[config.mk]
export PLATFORM = sky130hd
export DESIGN_NAME = cnt_display_mux
export DESIGN_NICKNAME = d
export VERILOG_FILES = /design/src/rtl/cnt_display_mux_pkg.sv /design/src/rtl/cnt_display_mux_seg7_enc.sv /design/src/rtl/cnt_display_mux.sv
export SDC_FILE = /design/constraint.sdc
export NUM_CORES = 1
export LEC_CHECK = 0
export CAP_MARGIN = 5
export CELL_PAD_IN_SITES_DETAIL_PLACEMENT = 1
export CELL_PAD_IN_SITES_GLOBAL_PLACEMENT = 1
export CORE_MARGIN = 4
export CORE_UTILIZATION = 43
export CTS_BUF_LIST = sky130_fd_sc_hd__clkbuf_16
export CTS_CLUSTER_DIAMETER = 30
export CTS_CLUSTER_SIZE = 14
export DETAILED_ROUTE_END_ITERATION = 16
export HOLD_SLACK_MARGIN = 0.12
export PLACE_DENSITY_LB_ADDON = 0.08
export RECOVER_POWER = 100
export SYNTH_ARGS = -nofsm -noshare
export SYNTH_HDL_FRONTEND = slang
export SYNTH_SLANG_ARGS = --single-unit
[constraint.sdc]
create_clock -name clk -period 5.6 [get_ports clk]
set_input_delay 1.4 -clock clk [delete_from_list [all_inputs] [get_ports clk]]
set_output_delay 1.4 -clock clk [all_outputs]
set_load 0.02 [all_outputs]
[src/rtl/cnt_display_mux_pkg.sv]
// Shared constants and helpers for the count/lap seven-segment display.
package cnt_disp_pkg;

  typedef logic [3:0] bcd_t;

  // Active-low segment patterns, bit order {g,f,e,d,c,b,a}
  localparam logic [6:0] SEG_0     = 7'b1000000;
  localparam logic [6:0] SEG_1     = 7'b1111001;
  localparam logic [6:0] SEG_2     = 7'b0100100;
  localparam logic [6:0] SEG_3     = 7'b0110000;
  localparam logic [6:0] SEG_4     = 7'b0011001;
  localparam logic [6:0] SEG_5     = 7'b0010010;
  localparam logic [6:0] SEG_6     = 7'b0000010;
  localparam logic [6:0] SEG_7     = 7'b1111000;
  localparam logic [6:0] SEG_8     = 7'b0000000;
  localparam logic [6:0] SEG_9     = 7'b0010000;
  localparam logic [6:0] SEG_DASH  = 7'b0111111;
  localparam logic [6:0] SEG_BLANK = 7'b1111111;

  // Digit position currently being refreshed; an[0] is the rightmost digit
  typedef enum logic [1:0] {
    DIG_CNT_ONES = 2'd0,
    DIG_CNT_TENS = 2'd1,
    DIG_LAP_ONES = 2'd2,
    DIG_LAP_TENS = 2'd3
  } digit_sel_e;

  // One BCD digit plus carry-in; returns {carry_out, digit}
  function automatic logic [4:0] bcd_inc(input bcd_t d, input logic cin);
    if (!cin) begin
      return {1'b0, d};
    end
    if (d >= 4'd9) begin
      return {1'b1, 4'd0};
    end
    return {1'b0, d + 4'd1};
  endfunction

endpackage

[src/rtl/cnt_display_mux_seg7_enc.sv]
// Combinational seven-segment encoder with dash and blank overrides.
module seg7_enc
  import cnt_disp_pkg::*;
(
  input  logic [3:0] digit_i,
  input  logic       blank_i,
  input  logic       dash_i,
  output logic [6:0] seg_o
);

  // Dash wins over blank; codes above 9 render blank
  always_comb begin
    seg_o = SEG_BLANK;
    if (dash_i) begin
      seg_o = SEG_DASH;
    end else if (!blank_i) begin
      case (digit_i)
        4'd0:    seg_o = SEG_0;
        4'd1:    seg_o = SEG_1;
        4'd2:    seg_o = SEG_2;
        4'd3:    seg_o = SEG_3;
        4'd4:    seg_o = SEG_4;
        4'd5:    seg_o = SEG_5;
        4'd6:    seg_o = SEG_6;
        4'd7:    seg_o = SEG_7;
        4'd8:    seg_o = SEG_8;
        4'd9:    seg_o = SEG_9;
        default: seg_o = SEG_BLANK;
      endcase
    end
  end

endmodule

[src/rtl/cnt_display_mux.sv]
// Registers the 0..10 counter value, counts wraps as a BCD lap counter and
// multiplexes lap (left) and count (right) onto a 4-digit common-anode display.
module cnt_display_mux
  import cnt_disp_pkg::*;
#(
  parameter int unsigned REFRESH_DIV = 4
) (
  input  logic       clk,
  input  logic       reset,
  input  logic [3:0] count_in,
  output logic [6:0] seg,
  output logic [3:0] an,
  output logic [7:0] lap_bcd,
  output logic       wrap_pulse,
  output logic       err
);

  localparam int unsigned     DIV_W    = $clog2(REFRESH_DIV);
  localparam logic [DIV_W-1:0] DIV_LAST = DIV_W'(REFRESH_DIV - 1);

  logic [3:0]       count_q;
  logic [7:0]       lap_q, lap_d;
  logic             wrap_q, wrap_d;
  logic             err_q, err_d;
  logic [DIV_W-1:0] div_q, div_d;
  digit_sel_e       sel_q, sel_d;
  logic [3:0]       an_q, an_d;
  logic [6:0]       seg_q, seg_d;

  logic [4:0]       ones_inc, tens_inc;
  logic [3:0]       enc_digit;
  logic             enc_blank, enc_dash;
  logic             count_over, count_ten;

  assign count_over = (count_q > 4'd10);
  assign count_ten  = (count_q == 4'd10);

  // Wrap detection, BCD lap increment and sticky error flag
  always_comb begin
    wrap_d   = count_ten && (count_in == 4'd0);
    ones_inc = bcd_inc(lap_q[3:0], wrap_d);
    tens_inc = bcd_inc(lap_q[7:4], ones_inc[4]);
    // carry out of the tens digit is dropped so 99 rolls over to 00
    lap_d    = 8'({tens_inc, ones_inc[3:0]});
    err_d    = err_q | (count_in > 4'd10);
  end

  // Refresh divider and digit-position advance
  always_comb begin
    div_d = (div_q == DIV_LAST) ? '0 : div_q + DIV_W'(1);
    sel_d = sel_q;
    if (div_q == DIV_LAST) begin
      case (sel_q)
        DIG_CNT_ONES: sel_d = DIG_CNT_TENS;
        DIG_CNT_TENS: sel_d = DIG_LAP_ONES;
        DIG_LAP_ONES: sel_d = DIG_LAP_TENS;
        DIG_LAP_TENS: sel_d = DIG_CNT_ONES;
      endcase
    end
  end

  // Digit mux: select value, leading-zero blank and out-of-range dash
  always_comb begin
    enc_digit = '0;
    enc_blank = 1'b0;
    enc_dash  = 1'b0;
    an_d      = '1;
    case (sel_q)
      DIG_CNT_ONES: begin
        enc_digit = count_ten ? 4'd0 : count_q;
        enc_dash  = count_over;
        an_d      = 4'b1110;
      end
      DIG_CNT_TENS: begin
        enc_digit = count_ten ? 4'd1 : 4'd0;
        enc_blank = !count_ten;
        enc_dash  = count_over;
        an_d      = 4'b1101;
      end
      DIG_LAP_ONES: begin
        enc_digit = lap_q[3:0];
        an_d      = 4'b1011;
      end
      DIG_LAP_TENS: begin
        enc_digit = lap_q[7:4];
        an_d      = 4'b0111;
      end
    endcase
  end

  seg7_enc u_enc (
    .digit_i (enc_digit),
    .blank_i (enc_blank),
    .dash_i  (enc_dash),
    .seg_o   (seg_d)
  );

  // All state and registered outputs, asynchronously cleared
  always_ff @(posedge clk or posedge reset) begin
    if (reset) begin
      count_q <= '0;
      lap_q   <= '0;
      wrap_q  <= 1'b0;
      err_q   <= 1'b0;
      div_q   <= '0;
      sel_q   <= DIG_CNT_ONES;
      an_q    <= '1;
      seg_q   <= '1;
    end else begin
      count_q <= count_in;
      lap_q   <= lap_d;
      wrap_q  <= wrap_d;
      err_q   <= err_d;
      div_q   <= div_d;
      sel_q   <= sel_d;
      an_q    <= an_d;
      seg_q   <= seg_d;
    end
  end

  assign seg        = seg_q;
  assign an         = an_q;
  assign lap_bcd    = lap_q;
  assign wrap_pulse = wrap_q;
  assign err        = err_q;

endmodule
# Word level (Yosys, flattened, before mapping)
# Memories as Yosys holds them, arrays and structs flattened.
# Index checks and enable logic that the tools add are counted.
# totals
mem_count	1
ram_bits	0
latch_bits	0
output_inout_bits	21
wordCells	49
regBits	29
inputBits	6
rom_bits	112
# op_classes
n_bitwise	1
n_mux	22
reduce_logical	5
n_shift	0
eq_ne	5
n_lt_le_gt_ge	4
mul	0
addsub	3
n_div	0
# mem_list
memory	depth	word_bits	read_ports	rd_ports_with_merged_regs	wr	line	source
(name not given)	16	7	1	0	0	cnt_display_mux_seg7_enc.sv:17	case (digit_i)
# ops
operator	n
case mux 4 bit (4 select lines)	2
two-way mux 4 bit	5
two-way mux 5 bit	4
two-way mux 7 bit	2
adder 4 x 1 -> 4 bit, second input constant	2
>= comparator 4 bit, second input constant	2
greater-than comparator 4 bit, second input constant	2
case mux 2 bit (4 select lines)	1
two-way mux 1 bit	7
== test 2 bit, second input constant	3
== test 4 bit, second input constant	1
zero test 4 bit	1
adder 2 x 1 -> 2 bit, second input constant	1
== test 2 x 1 -> 1 bit, second input constant	1
zero test 2 bit	1
two-way mux 2 bit	1
OR reduction 2 bit	1
logical AND 1 bit	1
zero test 1 bit	1
bitwise OR 1 bit	1

# Depth between registers and ports, before layout
# Gate-level depths: netlist (run 1).
# depth
word_depth	10
ltp_mapped	10
depth_no_buf	9

# Hierarchy
# Synthesis (run 1) repeated with hierarchy kept, for this count alone.
# unflattened
cells_unflattened	141
hier_area_um2	1519.0
# by_module_without_submodules
mod	instances	seq_area_each_um2	area_each_um2	cells_each
cnt_display_mux	1	739.5	1287.5	111
seg7_enc	1	0.0	231.5	30

# Least setup slack after synthesis (run 1)
# OpenSTA, ideal clock, no wires.
# synth_timing
path_kind	input to register
from	input port count_in[0]
to	register lap_q[6], in the netlist lap_bcd[6]
path_buffers	1
cell_stages	5
t_arrival_ns	2.300
required_ns	5.467
slack_ns	3.167
setup_ns	0.133
cell_sequence	nor4_2 > and4_4 > buf_6 > a21boi_1 > mux2i_1
# synth_via
elab_chain_len	4
# synth_rtl
item	line	source
start: declaration	cnt_display_mux.sv:10	input logic [3:0] count_in,
zero test 4 bit	cnt_display_mux.sv:40	wrap_d = count_ten && (count_in == 4'd0);
logical AND 1 bit	cnt_display_mux.sv:40	
two-way mux 5 bit	cnt_display_mux_pkg.sv:33	if (d >= 4'd9) begin
two-way mux 4 bit	cnt_display_mux_pkg.sv:33	
end signal: assignment	cnt_display_mux.sv:111	lap_q <= lap_d;
end: declaration	cnt_display_mux.sv:22	logic [7:0] lap_q, lap_d;
# Every way passes these cells.
# A chain may end at the register's enable or synchronous reset.

# Worst setup path in the final report (run 1)
# Same ends and word-level chain as after synthesis.

==> results of run 1 <==
## critical path, stage by stage
cell,delay (ps)
dlygate4sd3_1,570
nor4_1,520
and4_1,470
a21boi_0,210
mux2i_1,90
## registers in the layout (all words and copies together) (netlist names)
name	count
lap_bcd	8
seg	7
an	4
count_q	4
div_q	2
sel_q	2
err	1
wrap_pulse	1
## power breakdown
part	total (mW)	switching (mW)	internal [mW]	leakage [nW]
sequential	0.229	0.00678	0.222	0.333
combinational	0.0561	0.0323	0.0238	0.460
clock	0.251	0.0886	0.162	0.0696
## worst max-delay path by stage
stage / startpoint / cells after the start / slack [ps] / to
detailed placement: count_in[0] / 5 / 2560 / lap_bcd[6]
floorplan: count_in[0] / 5 / 3170 / lap_bcd[6]
global placement: count_in[0] / 5 / 2640 / lap_bcd[6]
CTS: an[0] / 1 / 2800 / an[0]
global route: reset / 3 / 2250 / count_q[1]
finish: count_in[0] / 5 / 2490 / lap_bcd[6]
## placed cells by master, fill, tap and decap left out, drive strengths merged, types with 6 or more instances in the layout
cell	Yosys	layout
a21oi	6	6
clkbuf	0	6
dfrtp	18	18
dfstp	11	11
dlygate4sd3	0	26
ha	14	14
inv	19	19
nand2	7	7
nor2	8	8
o21ai	9	9
## layout make-up
cell class | count | area (um^2) | area share (%)
Multi-Input combinational cell | 85 | 642 | 33.5
Clock buffer | 5 | 125 | 6.53
Timing Repair Buffer | 27 | 264 | 13.8
Clock inverter | 3 | 17.5 | 0.914
Inverter | 19 | 71.3 | 3.72
Sequential cell | 29 | 739 | 38.6
Tap cell | 46 | 57.6 | 3.00
## metal layers
| layer | GRT usage (%) | part of all wire (%) | up-vias |
|---|---|---|---|
| li1 | - | - | 532 |
| met1 | 17.5 | 40 | 554 |
| met2 | 31.9 | 55 | 20 |
| met3 | 5.23 | 3.6 | 5 |
| met4 | 6.09 | 1.4 | 0 |
| met5 | 0 | 0 | - |
## logic make-up after synthesis
kind of cell | Yosys count | synth area share [%]
buffers and inverters | 22 | 6.40
xor gates and xnor gates | 2 | 1.18
and+or+nand+nor | 31 | 12.6
muxes | 3 | 2.11
DFF | 29 | 49.8
adders and majority gates | 14 | 11.8
AOI/OAI and AO/OA | 35 | 16.2
## per-stage QoR
stage | utilization (%) | setup slack (ps) | cells | total power [mW] | hold slack, ps
after floorplan | - | 3170 | 136 | 0.266 | 403
after global placement | 53.5 | 2640 | 206 | 0.291 | 414
after detailed placement | 53.5 | 2560 | 206 | 0.294 | 431
after CTS | 57.8 | 2800 | 214 | 0.550 | 443
after global routing | 57.4 | 2250 | 214 | 0.562 | 460
final | 57.4 | 2490 | 214 | 0.536 | 441
==> run_results.csv, run 1 <==
group,metric,value,unit
routing,wl_per_cell,15.2,um
routing,drt-total-wl,3.25,mm
cts,cts_sinks,29,
grt,grt_usage,17.0,%
routing,remaining_drc_errors,0,
yosys,yosysTopAreaCell,"dfrtp_1",
yosys,synthFlopType,"dfrtp_1",
cts,clock_latency,270,ps
timing,hold_violations,0,
timing,final.period_utilization,55.6,%
place,place_area,0.00179,mm^2
worst_hold_path,hold_start,"div_q[0]",
critical_path,worst_setup_path_end_kind,"register",
critical_path,worst-path-max-fanout,10,
cts,cts_setup_buffers,0,
critical_path,ff2ff_setup_slack,3240,ps
yosys,ys_top_cells_by_count,"inv_1, dfrtp_1, ha_1",
worst_hold_path,hold_depth,1,
floorplan,fp.dieArea,0.00446,mm^2
cts,htree_num_levels,2,
yosys,syn_avg_cell_area,10.9,um^2
yosys,synth.top_cell.area_share,30.3,%
routing,first_pass_iters,3,
critical_path,r2r-start,"sel_q[0]",
grt,grt_pass1_vias,1227,
finish,num_antenna_cells,0,
floorplan,core,0.00334,mm^2
status,violations,"max-capacitance violations, max-slew violations",
critical_path,arrival,3260,ps
yosys,yosysSeqAreaShare,49.8,%
cts,cts_tree,"yes",
pwr,power.leakage,0.863,nW
yosys,ys_seq_elements,29,
yosys,synth_most_common_cell,"inv_1",
cts,clk_pin_slew,50,ps
cts,cts_hold_buffers,0,
critical_path,cp.required,5750,ps
yosys,synth.distinct_cells,41,
timing,rsz0062_at_grt,"no",
floorplan,die_h,66.8,um
place,place_hpwl,2.37,mm
cts,cts-root-buf,"clkbuf_16",
critical_path,cp-start-kind,"input port",
routing,viasPerCell,5.19,
timing,slew_violations,29,
finish,syn_to_final_growth,29.1,%
floorplan,io_pins,27,
critical_path,path_class,"input port to register",
finish,layout-drive-gt1-share,14.3,%
timing,setup_violations,0,
cts,numCtsBuffers,5,
place,portBuffers,26,
grt,antenna_found_initial,0,
timing,tightest_slew,1500,ps
grt,overflow,0,
timing,timing.slew.headroom,-0.190,%
run,maxCapViolations,1,
status,status,"finished with violations",
yosys,syn_nets,156,
critical_path,r2r_cells,9,
finish,fillCellCount,383,
finish,final_area,0.00192,mm^2
timing,min_period,3110,ps
worst_hold_path,hold_class,"register to register",
yosys,netlist_area,0.00149,mm^2
place,gp_congestion,0.751,
worst_hold_path,hold_path_end,"div_q[0]",
timing,tns,0,ps
floorplan,rows,21,
routing,via_count,1111,
timing,fmax,321,MHz
routing,antenna_left,0,
timing,fin_skew,1.56,ps
critical_path,r2r_end,"seg[6]",
yosys,yosys_warnings,0,
routing,drt_iter0_markers,68,
cts,cts-resized-gates,0,
floorplan,start_util,44.5,%
yosys,yosys-top-cells-area,"dfrtp_1, dfstp_2, ha_1, inv_1, o21ai_0",
yosys,syn_inst,136,
grt,grt_pass1_wl,5.55,mm
yosys,ys_async_sr_fraction,100,%
pwr,irDropWorstVdd,0.189,mV
finish,nets,187,
cts,cts_buffer_depth,2,
floorplan,die_w,66.8,um
pwr,powerDensity,280,mW/mm^2
grt,grt_max_degree,30,
yosys,synth_edf_count,0,
Note: power is estimated with default switching activity, not from simulation.
==> run 2: changes to the inputs <==
Settings changed: CORE_UTILIZATION 43 to 36.
Clock period 5.6 ns to 2.8 ns, I/O delays scaled along.
==> run 2 against run 1 <==
  * The run still ends with max-capacitance violations, max-slew violations left
  * Clock power rose by 94%
  * Global-route usage decreased by 2.4 points
  * Non-clock buffer count rose by 2
  * Design area is 0.52% higher
  * Utilization fell by 9.3 points
  * Sequential share of layout area shrank 0.20 points
  * Via count up 2.7%
  * Setup slack worse by 2100 ps
  * Highest routed layer unchanged
==> run_results.csv, run 2 (synthesized netlist as in run 1, its figures left out) <==
group,metric,value,unit
timing,hold_violations,0,
cts,cts_sinks,29,
floorplan,core,0.00400,mm^2
cts,cts-root-buf,"clkbuf_16",
timing,layout_setup_ws,372,ps
cts,cts_buffer_depth,2,
cts,htree_num_levels,2,
critical_path,cp-start-kind,"input port",
routing,drt_iter0_markers,42,
timing,tns,0,ps
finish,syn_to_final_growth,29.7,%
timing,fmax,412,MHz
cts,cts_hold_buffers,0,
pwr,powerDensity,549,mW/mm^2
timing,min_period,2430,ps
critical_path,worst-path-max-fanout,10,
cts,cts_tree,"yes",
finish,layout_commonest_cell,"dlygate4sd3_1",
pwr,irDropWorstVdd,0.289,mV
finish,layout-drive-gt1-share,12.9,%
critical_path,cp.required,2950,ps
grt,grt_pass1_wl,5.87,mm
routing,via_count,1141,
floorplan,io_pins,27,
critical_path,startpoint,"count_in[0]",
critical_path,crit_path_end,"lap_bcd[6]",
critical_path,r2r_cells,8,
grt,grt_max_degree,30,
grt,overflow,0,
critical_path,arrival,2580,ps
floorplan,rows,23,
timing,slew_violations,30,
floorplan,die_w,72.2,um
run,maxCapViolations,1,
finish,fillCellCount,460,
floorplan,die_h,72.2,um
critical_path,r2r_end,"seg[3]",
floorplan,start_util,37.1,%
timing,worst_hold_slack,427,ps
grt,grt_pass1_vias,1219,
critical_path,worst_setup_path_end_kind,"register",
place,place_area,0.00181,mm^2
finish,num_antenna_cells,0,
pwr,finalPower,1.06,mW
timing,setup_violations,0,
routing,remaining_drc_errors,0,
status,violations,"max-capacitance violations, max-slew violations",
routing,drt-total-wl,3.29,mm
cts,numCtsBuffers,5,
finish,nets,189,
cts,clk_pin_slew,50,ps
timing,fin_skew,2.18,ps
grt,antenna_found_initial,0,
place,portBuffers,26,
finish,final_cell_mix,"dlygate4sd3_1, inv_1, dfrtp_1",
routing,antenna_left,0,
cts,cts-resized-gates,0,
critical_path,ff2ff_setup_slack,520,ps
floorplan,fp.dieArea,0.00522,mm^2
worst_hold_path,hold_class,"register to register",
finish,final_area,0.00193,mm^2
routing,first_pass_iters,3,
place,gp_congestion,0.799,
timing,tightest_slew,1540,ps
status,status,"finished with violations",
grt,grt_usage,14.6,%
finish,largest_reg_flops,8,
timing,rsz0062_at_grt,"no",
routing,wl_per_cell,15.0,um
pwr,power.leakage,0.877,nW
routing,viasPerCell,5.19,
critical_path,path_class,"input port to register",
timing,final.period_utilization,86.7,%
place,dp_slack,466,ps
place,place_hpwl,2.48,mm
cts,cts_setup_buffers,0,
cts,clock_latency,270,ps
timing,timing.slew.headroom,-2.99,%
critical_path,r2r-start,"sel_q[0]",
## run 2: changes by cell type in the layout (fill, tap and decap cells not counted), sizes merged
| cell | delta |
|---|---|
| dlygate4sd3 | -1 |
| clkdlybuf4s50 | +1 |
| buf | +1 |
| clkinv | -2 |
| clkinvlp | -1 |
| clkbuf | +1 |
| inv | +3 |
## run 2: worst min-delay path by stage
| stage | startpoint | endpoint | depth (start not counted) |
|---|---|---|---|
| after floorplan | div_q[0] | div_q[0] | 1 |
| after global placement | div_q[0] | div_q[0] | 1 |
| after detailed placement | div_q[0] | div_q[0] | 1 |
| after CTS | div_q[0] | div_q[0] | 1 |
| after global routing | div_q[0] | div_q[0] | 1 |
| final | div_q[0] | div_q[0] | 1 |
## run 2: layout make-up
type	count	area, um^2	share of cell area [%]
clock inverter	3	11.3	0.584
tap	50	62.6	3.25
inverter	19	71.3	3.70
multi-input combinational	85	642	33.3
sequential	29	739	38.4
timing repair buffer	29	275	14.3
clock buffer	5	125	6.49
## run 2: worst max-delay path: stages
cell and delay [ps]:
dlygate4sd3_1 570, nor4_1 520, and4_1 480, a21boi_0 210, mux2i_1 90
## run 2: stage by stage
stage / utilization (%) / std cells
floorplan: - / 136
global placement: 45.2 / 212
finish: 48.2 / 220
detailed placement: 45.2 / 212
global route: 48.2 / 220
CTS: 48.6 / 220
## run 2: routing by layer
metal	global-route usage, %	part of all wire, %	up-vias
li1	-	-	538
met1	16.1	41	577
met2	25.7	54	19
met3	3.60	3.1	7
met4	7.52	2.5	0
met5	0	0	-
## run 2: report_power, final
group | total (mW) | leakage (nW) | internal (mW) | switching (mW)
Sequential | 0.459 | 0.333 | 0.445 | 0.0141
Combinational | 0.113 | 0.466 | 0.0492 | 0.0642
Clock | 0.486 | 0.0776 | 0.318 | 0.168
==> run 3: changes to the inputs <==
Settings changed: CORE_MARGIN 4 to 2.
==> run 3 against run 2 <==
  * The flow still finishes with violations (max-capacitance violations, max-slew violations)
  * Sequential power about the same
  * Sequential share of layout area about the same
  * Clock power up 3%
  * Combinational power about the same
  * Total power up 1.1%
  * Maximum frequency up 0.78%
  * Count of clock-buffer cells in the layout unchanged
  * Routed wire length down 3.5%
  * Worst hold slack better by 12 ps
  * Register-to-register slack worse by 30 ps
  * Setup slack better by 19 ps
  * Global-route usage up 1.5 points
  * Critical endpoint unchanged
==> run_results.csv, run 3 (synthesized netlist as in run 1, its figures left out) <==
group,metric,value,unit
grt,overflow,0,
routing,wl_met3,157,um
run,maxCapViolations,1,
place,portBuffers,26,
floorplan,fp.dieArea,0.00466,mm^2
finish,largest_reg_flops,8,
status,status,"finished with violations",
cts,cts-resized-gates,0,
timing,min_period,2410,ps
pwr,powerDensity,555,mW/mm^2
cts,cts_setup_buffers,0,
cts,htree_num_levels,2,
critical_path,path_class,"input port to register",
floorplan,rows,23,
routing,wl_per_cell,14.5,um
grt,grt_pass1_wl,5.43,mm
timing,tns,0,ps
timing,setup_violations,0,
cts,clk_pin_slew,50,ps
routing,wl_met1,1.42,mm
pwr,power.leakage,0.874,nW
grt,grt_pass1_vias,1170,
worst_hold_path,hold_class,"register to register",
status,violations,"max-capacitance violations, max-slew violations",
floorplan,io_pins,27,
critical_path,cp.required,2950,ps
floorplan,die_w,68.2,um
finish,syn_to_final_growth,29.9,%
cts,cts_sinks,29,
timing,rsz0062_at_grt,"no",
finish,final_area,0.00193,mm^2
cts,cts_hold_buffers,0,
routing,via_count,1103,
routing,viasPerCell,5.01,
place,place_area,0.00181,mm^2
routing,first_pass_iters,4,
cts,clock_latency,270,ps
timing,final.period_utilization,86.0,%
grt,grt_usage,16.1,%
pwr,irDropWorstVdd,0.277,mV
routing,remaining_drc_errors,0,
timing,slew_violations,30,
critical_path,arrival,2560,ps
grt,antenna_found_initial,0,
cts,cts_buffer_depth,2,
timing,timing.slew.headroom,-4.00,%
floorplan,start_util,37.4,%
cts,cts_tree,"yes",
cts,cts-root-buf,"clkbuf_16",
cts,numCtsBuffers,5,
critical_path,cp-start-kind,"input port",
finish,fillCellCount,448,
routing,top_layer,"met4",
finish,num_antenna_cells,0,
timing,fmax,415,MHz
finish,nets,189,
place,gp_congestion,0.734,
timing,tightest_slew,1560,ps
routing,drt_iter0_markers,23,
routing,antenna_left,0,
finish,layout_commonest_cell,"dlygate4sd3_1",
timing,fin_skew,2.31,ps
routing,met2_length,1.55,mm
floorplan,core,0.00397,mm^2
routing,drt-total-wl,3.18,mm
finish,layout-drive-gt1-share,14.1,%
critical_path,worst_setup_path_end_kind,"register",
finish,final_cell_mix,"dlygate4sd3_1, inv_1, dfrtp_1",
timing,hold_violations,0,
floorplan,die_h,68.2,um
place,place_hpwl,2.38,mm
critical_path,worst-path-max-fanout,10,
grt,grt_max_degree,30,
==> run 3: layout make-up <==
| class | instances | area (um^2) | share of cell area [%] |
|---|---|---|---|
| clock buffers | 5 | 125 | 6.49 |
| clock inverters | 3 | 13.8 | 0.713 |
| inverters | 19 | 71.3 | 3.70 |
| multi-input cells | 85 | 642 | 33.3 |
| flip-flops and latches | 29 | 739 | 38.3 |
| well taps | 50 | 62.6 | 3.24 |
| repair buffers | 29 | 275 | 14.3 |
==> run 3: critical path, stage by stage <==
cell and delay (ps):
dlygate4sd3_1 570, nor4_1 490, and4_1 480, a21boi_0 220, mux2i_1 100
==> run 3: per-layer routing <==
layer / GRT usage, % / vias up
met5: 0 / -
met4: 6.00 / 0
met3: 4.61 / 6
met2: 26.5 / 25
met1: 20.0 / 533
li1: - / 539
==> run 3: stage by stage <==
stage | power [mW] | hold WS (ps) | setup slack (ps) | util, % | cells
floorplan | 0.533 | 403 | 757 | - | 136
global placement | 0.582 | 413 | 539 | 45.5 | 212
detailed placement | 0.589 | 438 | 475 | 45.5 | 212
CTS | 1.10 | 446 | 579 | 49.0 | 220
global route | 1.12 | 459 | 231 | 48.6 | 220
finish | 1.07 | 438 | 391 | 48.6 | 220
==> run 3: final timing paths <==
path                             start    endpoint  slack (ps)  cells past startpoint
setup reg to reg              sel_q[1]      seg[3]         490                      8
min in group asynchronous        reset    sel_q[1]        1270                      3
max in group asynchronous        reset  count_q[0]         620                      3
hold reg to reg               div_q[0]    div_q[0]         440                      1
hold / removal                div_q[0]    div_q[0]         440                      1
setup / recovery           count_in[0]  lap_bcd[6]         390                      5
==> run 3: report_power, final <==
group | switching (mW) | total (mW) | internal (mW) | leakage (nW)
sequential | 0.0133 | 0.458 | 0.445 | 0.333
clock | 0.178 | 0.499 | 0.321 | 0.0748
combinational | 0.0643 | 0.113 | 0.0492 | 0.466
